--- config.mk ---
export PLATFORM = sky130hd
export DESIGN_NAME = ysyx_22051013_mem_arbiter
export DESIGN_NICKNAME = d
export VERILOG_FILES = /design/src/rtl/ysyx_22051013_mem_arbiter_pkg.sv /design/src/rtl/ysyx_22051013_mem_arbiter_arb_pick.sv /design/src/rtl/ysyx_22051013_mem_arbiter.sv
export SDC_FILE = /design/constraint.sdc
export NUM_CORES = 1
export LEC_CHECK = 0
export CAP_MARGIN = 25
export CORE_AREA = 3 3 211 213
export CTS_CLUSTER_DIAMETER = 200
export DETAILED_ROUTE_END_ITERATION = 10
export DIE_AREA = 0 0 214 216
export PLACE_DENSITY = 0.31
export SYNTH_ARGS = -nofsm -noshare
export SYNTH_HDL_FRONTEND = slang
export SYNTH_SLANG_ARGS = --single-unit
--- constraint.sdc ---
create_clock -name clk -period 2.05 [get_ports clk]
set_input_delay 0.41 -clock clk [delete_from_list [all_inputs] [get_ports clk]]
set_output_delay 0.41 -clock clk [all_outputs]
set_load 0.005 [all_outputs]
--- src/rtl/ysyx_22051013_mem_arbiter_pkg.sv ---
// Shared definitions for the icache/dcache memory arbiter: FSM state and
// owner encodings, the default starvation limit and fixed icache beat shape.
package ysyx_22051013_mem_arbiter_pkg;

    // Consecutive dcache grants tolerated while the icache is kept waiting.
    localparam int YSYX_22051013_STARVE_MAX = 4;

    // The icache always fetches a full aligned doubleword.
    localparam logic [7:0] YSYX_22051013_IMASK = 8'hff;
    localparam logic [2:0] YSYX_22051013_ISIZE = 3'b011;

    typedef enum logic [1:0] {
        YSYX_22051013_IDLE    = 2'd0,
        YSYX_22051013_GNT_I   = 2'd1,
        YSYX_22051013_GNT_D   = 2'd2,
        YSYX_22051013_RELEASE = 2'd3
    } ysyx_22051013_arb_state_e;

    typedef enum logic [1:0] {
        YSYX_22051013_OWN_NONE = 2'd0,
        YSYX_22051013_OWN_I    = 2'd1,
        YSYX_22051013_OWN_D    = 2'd2
    } ysyx_22051013_owner_e;

    // Starvation counter width: wide enough to hold the limit, never below 3 bits.
    function automatic int ysyx_22051013_cnt_width(input int max_val);
        int w;
        w = $clog2(max_val + 1);
        return (w < 3) ? 3 : w;
    endfunction

endpackage

--- src/rtl/ysyx_22051013_mem_arbiter_arb_pick.sv ---
// Combinational priority select between the icache and dcache requesters.
// The dcache normally wins; a fence.i flush (d_lock) always wins; the icache
// wins once it has watched STARVE_MAX dcache grants go by.
module ysyx_22051013_arb_pick
    import ysyx_22051013_mem_arbiter_pkg::*;
#(
    parameter int STARVE_MAX = YSYX_22051013_STARVE_MAX,
    parameter int CNT_W      = 3
) (
    input  logic                 i_re,
    input  logic                 d_req,
    input  logic                 d_lock,
    input  logic [CNT_W-1:0]     starve_cnt,
    output ysyx_22051013_owner_e owner
);

    localparam logic [CNT_W-1:0] STARVE_LIMIT = CNT_W'(STARVE_MAX);

    logic icache_starved;

    assign icache_starved = i_re && (starve_cnt >= STARVE_LIMIT);

    // Pick the next owner: flush first, then dcache unless icache is starved.
    always_comb begin
        owner = YSYX_22051013_OWN_NONE;
        if (d_req && d_lock) begin
            owner = YSYX_22051013_OWN_D;
        end else if (d_req && !icache_starved) begin
            owner = YSYX_22051013_OWN_D;
        end else if (i_re) begin
            owner = YSYX_22051013_OWN_I;
        end
    end

endmodule

--- src/rtl/ysyx_22051013_mem_arbiter.sv ---
// Memory arbiter between the icache and the dcache/device-select path in front
// of the single AXI master. One transfer at a time; every transfer is followed
// by a one-cycle release bubble before the next grant.
module ysyx_22051013_mem_arbiter
    import ysyx_22051013_mem_arbiter_pkg::*;
#(
    parameter int STARVE_MAX = YSYX_22051013_STARVE_MAX
) (
    input  logic        clk,
    input  logic        rst_n,
    // icache side
    input  logic        i_re,
    input  logic [63:0] i_addr,
    output logic        i_valid,
    output logic [63:0] i_data,
    // dcache side
    input  logic        d_re,
    input  logic        d_we,
    input  logic [63:0] d_addr,
    input  logic [63:0] d_wdata,
    input  logic [7:0]  d_mask,
    input  logic [2:0]  d_size,
    input  logic        d_lock,
    output logic        d_valid,
    output logic [63:0] d_data,
    // AXI master side
    output logic        axi_re,
    output logic        axi_we,
    output logic [63:0] axi_addr,
    output logic [63:0] axi_wdata,
    output logic [7:0]  axi_mask,
    output logic [2:0]  axi_size,
    input  logic        axi_valid,
    input  logic [63:0] axi_rdata,
    // current owner
    output logic        gnt_i,
    output logic        gnt_d
);

    localparam int               CNT_W        = ysyx_22051013_cnt_width(STARVE_MAX);
    localparam logic [CNT_W-1:0] STARVE_LIMIT = CNT_W'(STARVE_MAX);

    ysyx_22051013_arb_state_e state_q, state_d;
    logic [CNT_W-1:0]         starve_cnt_q, starve_cnt_d;
    // Cleared by reset, set on the first edge after it: keeps the first grant
    // off the first rising edge following reset release.
    logic                     ready_q, ready_d;

    logic                     d_req;
    ysyx_22051013_owner_e     pick;

    assign d_req = d_re | d_we;

    ysyx_22051013_arb_pick #(
        .STARVE_MAX (STARVE_MAX),
        .CNT_W      (CNT_W)
    ) u_arb_pick (
        .i_re       (i_re),
        .d_req      (d_req),
        .d_lock     (d_lock),
        .starve_cnt (starve_cnt_q),
        .owner      (pick)
    );

    // State, starvation counter and post-reset guard registers.
    always_ff @(posedge clk or negedge rst_n) begin
        if (!rst_n) begin
            state_q      <= YSYX_22051013_IDLE;
            starve_cnt_q <= '0;
            ready_q      <= 1'b0;
        end else begin
            state_q      <= state_d;
            starve_cnt_q <= starve_cnt_d;
            ready_q      <= ready_d;
        end
    end

    // Next state and starvation bookkeeping; arbitration only happens in IDLE.
    always_comb begin
        state_d      = state_q;
        starve_cnt_d = starve_cnt_q;
        ready_d      = 1'b1;
        case (state_q)
            YSYX_22051013_IDLE: begin
                if (!i_re) begin
                    starve_cnt_d = '0;
                end
                if (ready_q) begin
                    case (pick)
                        YSYX_22051013_OWN_D: begin
                            state_d = YSYX_22051013_GNT_D;
                            if (i_re && !d_lock && (starve_cnt_q < STARVE_LIMIT)) begin
                                starve_cnt_d = starve_cnt_q + CNT_W'(1);
                            end
                        end
                        YSYX_22051013_OWN_I: begin
                            state_d      = YSYX_22051013_GNT_I;
                            starve_cnt_d = '0;
                        end
                        default: begin
                            state_d = YSYX_22051013_IDLE;
                        end
                    endcase
                end
            end
            YSYX_22051013_GNT_I,
            YSYX_22051013_GNT_D: begin
                if (axi_valid) begin
                    state_d = YSYX_22051013_RELEASE;
                end
            end
            YSYX_22051013_RELEASE: begin
                state_d = YSYX_22051013_IDLE;
            end
            default: begin
                state_d = YSYX_22051013_IDLE;
            end
        endcase
    end

    // Route the owner's request to AXI and the AXI response back to the owner.
    always_comb begin
        axi_re    = 1'b0;
        axi_we    = 1'b0;
        axi_addr  = '0;
        axi_wdata = '0;
        axi_mask  = '0;
        axi_size  = '0;
        i_valid   = 1'b0;
        i_data    = '0;
        d_valid   = 1'b0;
        d_data    = '0;
        gnt_i     = 1'b0;
        gnt_d     = 1'b0;
        case (state_q)
            YSYX_22051013_GNT_I: begin
                gnt_i    = 1'b1;
                axi_re   = i_re;
                axi_addr = i_addr;
                axi_mask = YSYX_22051013_IMASK;
                axi_size = YSYX_22051013_ISIZE;
                if (axi_valid) begin
                    i_valid = 1'b1;
                    i_data  = axi_rdata;
                end
            end
            YSYX_22051013_GNT_D: begin
                gnt_d     = 1'b1;
                axi_re    = d_re;
                axi_we    = d_we;
                axi_addr  = d_addr;
                axi_wdata = d_wdata;
                axi_mask  = d_mask;
                axi_size  = d_size;
                if (axi_valid) begin
                    d_valid = 1'b1;
                    d_data  = axi_rdata;
                end
            end
            default: begin
                gnt_i = 1'b0;
            end
        endcase
    end

endmodule

* After elaboration in Yosys (flattened, before gate mapping) *
Index checks and enable logic that the tools add are counted.

word-level totals
  register bits = 6
  bits of input ports = 274
  logic and storage cells = 49

operators by class
  $add $sub $neg = 1
  order comparisons = 2
  equal/unequal tests = 7
  mux-type cells = 25
  bitwise logic cells = 1
  reductions and logical operators = 10

operators by type and width
  operator             count
  $mux 64              4
  $pmux 64 s2          1
  $pmux 8 s2           1
  $pmux 3 s2           2
  $mux 3               3
  $mux 2               4
  $mux 1               7
  $eq 2x2->1 const B   3
  $pmux 2 s3           1
  $logic_and 1x1->1    5
  $eq 2x1->1 const B   2
  $ne 2x2->1 const B   2
  $pmux 2 s2           1
  $add 3x1->3 const B  1
  $ge 3x3->1 const B   1
  $lt 3x3->1 const B   1
  $logic_not 1->1      2
  $logic_not 2->1      1
  $pmux 1 s2           1
  $reduce_and 2->1     1
  $reduce_or 2->1      1
  $or 1x1->1           1

* Longest topological paths before layout *
  depth in word-level cells = 10
  gate-level depth with buffers = 8
  gate-level depth less buffers = 8

* Hierarchy *
A second synthesis with hierarchy kept.

second synthesis, totals
  cells, all modules = 454
  area, all modules = 2934.1 µm²

by module, submodules not included
  module                     instances  cells each  area an instance (µm²)  seq. area each (µm²)
  ysyx_22051013_mem_arbiter  1          450         2904.0                  150.1
  ysyx_22051013_arb_pick     1          4           30.0                    0.0

* Worst setup path before layout *
OpenSTA, ideal clock, no wires.

  kind = input -> register
  from = input i_re
  to = register starve_cnt_q[1]
  setup time = 0.126 ns
  arrival time = 1.815 ns
  data required time = 1.924 ns
  setup slack = 0.109 ns
  stages on the path = 8
  cell sequence = nor2b_1 -> a21oi_1 -> inv_2 -> nand2_1 -> ha_1 -> or3b_1 -> o2111a_1 -> a221o_1

between the ends
  word-level cells in the longest chain between the ends = 8
  elaborated cells on any way between the ends = 14

RTL lines
  element                                   RTL line                                  source
  from (decl)                               ysyx_22051013_mem_arbiter.sv:12           input logic i_re,
  $logic_and 1x1->1                         ysyx_22051013_mem_arbiter_arb_pick.sv:21  assign icache_starved = i_re && (starve_cnt >= STARVE_LIMIT);
  $logic_not 1->1                           ysyx_22051013_mem_arbiter_arb_pick.sv:28  end else if (d_req && !icache_starved) begin
  $logic_and 1x1->1                         ysyx_22051013_mem_arbiter_arb_pick.sv:28
  $mux 2                                    ysyx_22051013_mem_arbiter_arb_pick.sv:28
  $mux 2                                    ysyx_22051013_mem_arbiter_arb_pick.sv:26  if (d_req && d_lock) begin
  $eq 2x1->1 or $eq 2x2->1 (tied branches)  ysyx_22051013_mem_arbiter.sv:89           case (pick)
  $pmux 3 s2                                ysyx_22051013_mem_arbiter.sv:89
  $mux 3 *                                  ysyx_22051013_mem_arbiter.sv:88           if (ready_q) begin
  to (signal assigned)                      ysyx_22051013_mem_arbiter.sv:73           starve_cnt_q <= starve_cnt_d;
  to (decl)                                 ysyx_22051013_mem_arbiter.sv:44           logic [CNT_W-1:0] starve_cnt_q, starve_cnt_d;

Every way passes the cells marked *; elsewhere a longest branch is shown, timed or not.
A chain may end at the register's enable or synchronous reset.

* Worst setup path after layout *
  from = register state_q[0]
  to = output d_data[61]

between the ends
  word-level cells in the longest chain between the ends = 2

RTL lines
  element                 RTL line                          source
  from (decl)             ysyx_22051013_mem_arbiter.sv:43   ysyx_22051013_arb_state_e state_q, state_d;
  from (signal assigned)  ysyx_22051013_mem_arbiter.sv:72   state_q <= state_d;
  $eq 2x2->1              ysyx_22051013_mem_arbiter.sv:135  case (state_q)
  $mux 64                 ysyx_22051013_mem_arbiter.sv:135
  to (decl)               ysyx_22051013_mem_arbiter.sv:25   output logic [63:0] d_data,

Every way passes these cells.

==> impl_metrics.yaml <==
timing:
  timing.final.crit_share_pct: 112.5
  slew_violations: 0
  rsz0062_at_grt: "true"
  finalSetupViolations: 147
  finalCriticalPeriod_ps: 2307
  timing.final.ws_setup_ps: -256.9
  max_freq_mhz: 433.5
  fin_skew_ps: 2.690
  final_hold_viol_count: 0
clock_network:
  clockBufferDepth: 2
  ctsHtreeMaxLevel: 1
  cts_made_buffers: 3
  cts_root_buf: "clkbuf_16"
  worst_skew_pair.late_latency_ps: 220
  cts.sinks: 6
  clk_pin_slew_ps: 30
  cts_hold_buf: 0
  cts_tree: "yes"
setup_path:
  end_kind: "primary output"
  cp-start-kind: "register"
  crit_family: "buffers and inverters"
  max_stage_delay_ps: 500
  crit_path_max_fanout: 18
  path_cells: "inv_2, ha_4, buf_12, buf_16, and3_1, clkdlybuf4s50_1"
  critPathBufInv: 4
  path_class: "register to primary output"
  worstPathArrival_ps: 1900
  worstPathRequired_ps: 1640
  cp_slowest_cell: "clkdlybuf4s50_1"
power_and_ir_drop:
  power_frac_clock_pct: 2.5
  sw_frac_of_total_pct: 39.41
  internal-power_w: 0.007463
  p_sw_w: 0.004854
  ir_drop_uv: 634.2
  powerDensity_nw_per_um2: 1102
  seqPwrFrac_pct: 1.6
  comb_power_share_pct: 95.8
  p_leak_nw: 6.006
  finalPower_w: 0.01232
die:
  placeableCoreArea_um2: 42890
  die_h_um: 216
  pin_count: 547
  start_util_pct: 6.789
  row_count: 76
  die_w_um: 214
  die_area_um2: 46220
synthesis:
  async_reset_ff_share_pct: 100.0
  ys_dominant_reg_cell: "dfrtp_1"
  ys_warn_count: 0
  synth_area_um2: 2912
  syn_area_per_cell_um2: 6.427
  ys_ff_latch: 6
  ys_types: 26
  synthesis.nets: 733
  syn_inst: 453
  yosysSeqAreaShare_pct: 5.157
  synth-edff-count: 0
grt:
  grt_pass1_wl_mm: 44.88
  met2_usage_pct: 25.67
  grt_pass1_vias: 5856
  grt_overflow: 0
  grt_usage_pct: 13.07
  grt_busiest_layer: "met2"
  grt_use_met3_pct: 3.717
  grt_max_degree: 76
  antenna_found_initial: 7
  globalRouteMet1Util_pct: 14.10
place:
  io_buffer_count: 546
  hpwlAfterDp_mm: 26.21
  dp.cells: 1555
  gp_congestion: 0.8307
drt:
  vias: 5927
  drt-initial-drc-count: 189
  remaining_drc_errors: 0
  wirelength_mm: 34.67
  drt_pass1_iterations: 4
  via_per_inst: 3.592
  drtAntennaViolNets: 0
  wire_per_inst_um: 21.01
layout:
  area_delta_synth_final_pct: 283.9
  fin_cells: 1650
  nNetsFinal: 1343
  drive_gt1_share_pct: 41.38
hold_path:
  min_path_type: "input pin to async pin"
status:
  violations: "negative setup slack"
  outcome: "finished with violations"
job:
  maxCapViolCount: 0
[stage by stage]
stage	area [µm²]	hold slack, ps	setup TNS (ps)	util, %	worst slack, ps
final	11180	443.3	-13040	26.06	-256.9
after detailed placement	9325	535.1	-34090	21.74	-481.3
after global placement	9325	534.9	-33430	21.74	-496.7
after global routing	11170	471.9	-22830	26.06	-342.2
after CTS	10100	456.9	-33250	23.55	-323.0
after floorplan	2912	114.4	0	-	109.0
[worst register-to-register path, stage by stage, from the launching register on]
cell	delay, ps
dfrtp_1	420
a21oi_4	190
inv_2	50
nand2_1	100
ha_4	220
or3b_4	380
o2111a_1	120
a221o_1	250
[power groups by stage]
stage	Clock [W]	Combinational (W)	Sequential [W]
3_3_place_gp	0	0.00882	0.000203
5_1_grt	0.000325	0.0127	0.000209
4_1_cts	0.000320	0.0103	0.000202
6_report	0.000311	0.0118	0.000203
2_1_floorplan	0	0.00318	0.000197
3_5_place_dp	0	0.00870	0.000203
[synthesized netlist by cell type (2+ instances only)]
cell        n  area (µm²)
a22oi_1    65       488.0
nor2b_1    76       475.5
nand2_1     3       11.26
clkbuf_1   49       183.9
nor2_1      3       11.26
a21oi_1    14       70.07
or2b_1      2       15.01
and3_1    128       800.8
o22ai_1     2       12.51
buf_2      12       60.06
and2_1     69       431.7
dfrtp_1     6       150.1
ha_1        6       75.07
inv_1       5       18.77
a221oi_1    2       17.52
[logic make-up (layout without fill, tap and decap cells)]
| logic type | Yosys count | in the layout | synth area share [%] |
|---|---|---|---|
| other | 1 | 5 | 0.1288 |
| AOI/OAI and AO/OA | 88 | 88 | 21.87 |
| DFF | 6 | 6 | 5.157 |
| adders and majority gates | 6 | 6 | 2.578 |
| and+or+nand+nor | 285 | 285 | 61.11 |
| buffers and inverters | 67 | 675 | 9.154 |
[sequential cells by signal (all words and copies together), names as in the netlist]
signal / cells
starve_cnt_q: 3
ready_q: 1
state_q: 2
[routing by layer]
metal | vias to the layer above | share of wire, %
met3 | 18 | 6.5
met1 | 2818 | 38
li1 | 2846 | -
met4 | 0 | 0.87
met5 | - | 0
met2 | 245 | 54
[cell usage in the layout (no fill, tap or decap), drive strengths merged, types with 2 or more instances in the layout]
cell / n
clkbuf: 56
dlymetal6s2s: 81
dfrtp: 6
buf: 232
nor2b: 76
inv: 6
clkdlybuf4s15: 12
and2: 69
nand2: 3
dlygate4sd2: 9
a221oi: 2
ha: 6
and3: 128
a21oi: 14
or2b: 2
clkdlybuf4s50: 278
a22oi: 65
diode: 4
nor2: 3
o22ai: 2
[path summary, 6_finish.rpt]
check	start	endpoint	slack, ps	cells after the start
setup / recovery	state_q[0]$_DFFE_PN0P_	d_data[61]	-260	6
hold reg to reg	starve_cnt_q[0]$_DFFE_PN0N_	starve_cnt_q[0]$_DFFE_PN0N_	540	1
max in group asynchronous	rst_n	state_q[0]$_DFFE_PN0P_	1370	1
setup reg to reg	starve_cnt_q[2]$_DFFE_PN0N_	starve_cnt_q[1]$_DFFE_PN0N_	200	7
min in group clk	starve_cnt_q[0]$_DFFE_PN0N_	starve_cnt_q[0]$_DFFE_PN0N_	540	1
hold / removal	rst_n	starve_cnt_q[0]$_DFFE_PN0N_	440	1
[final cells by class]
cell class	instances	area [µm²]
Inverter	6	22.52
Timing Repair Buffer	666	7005
Fill cell	4679	31710
Sequential cell	6	150.1
Clock buffer	3	75.07
Tap cell	585	732.0
Multi-Input combinational cell	380	3182
Antenna cell	4	10.01
[repair_timing]
item                                    in CTS  in global routing
gates resized for setup                    568                450
endpoints found under the setup margin     276                254
pin swaps                                    7                 30
buffers inserted                            34                 40
cloned                                      11                 10
(Power assumes the default switching activity.)
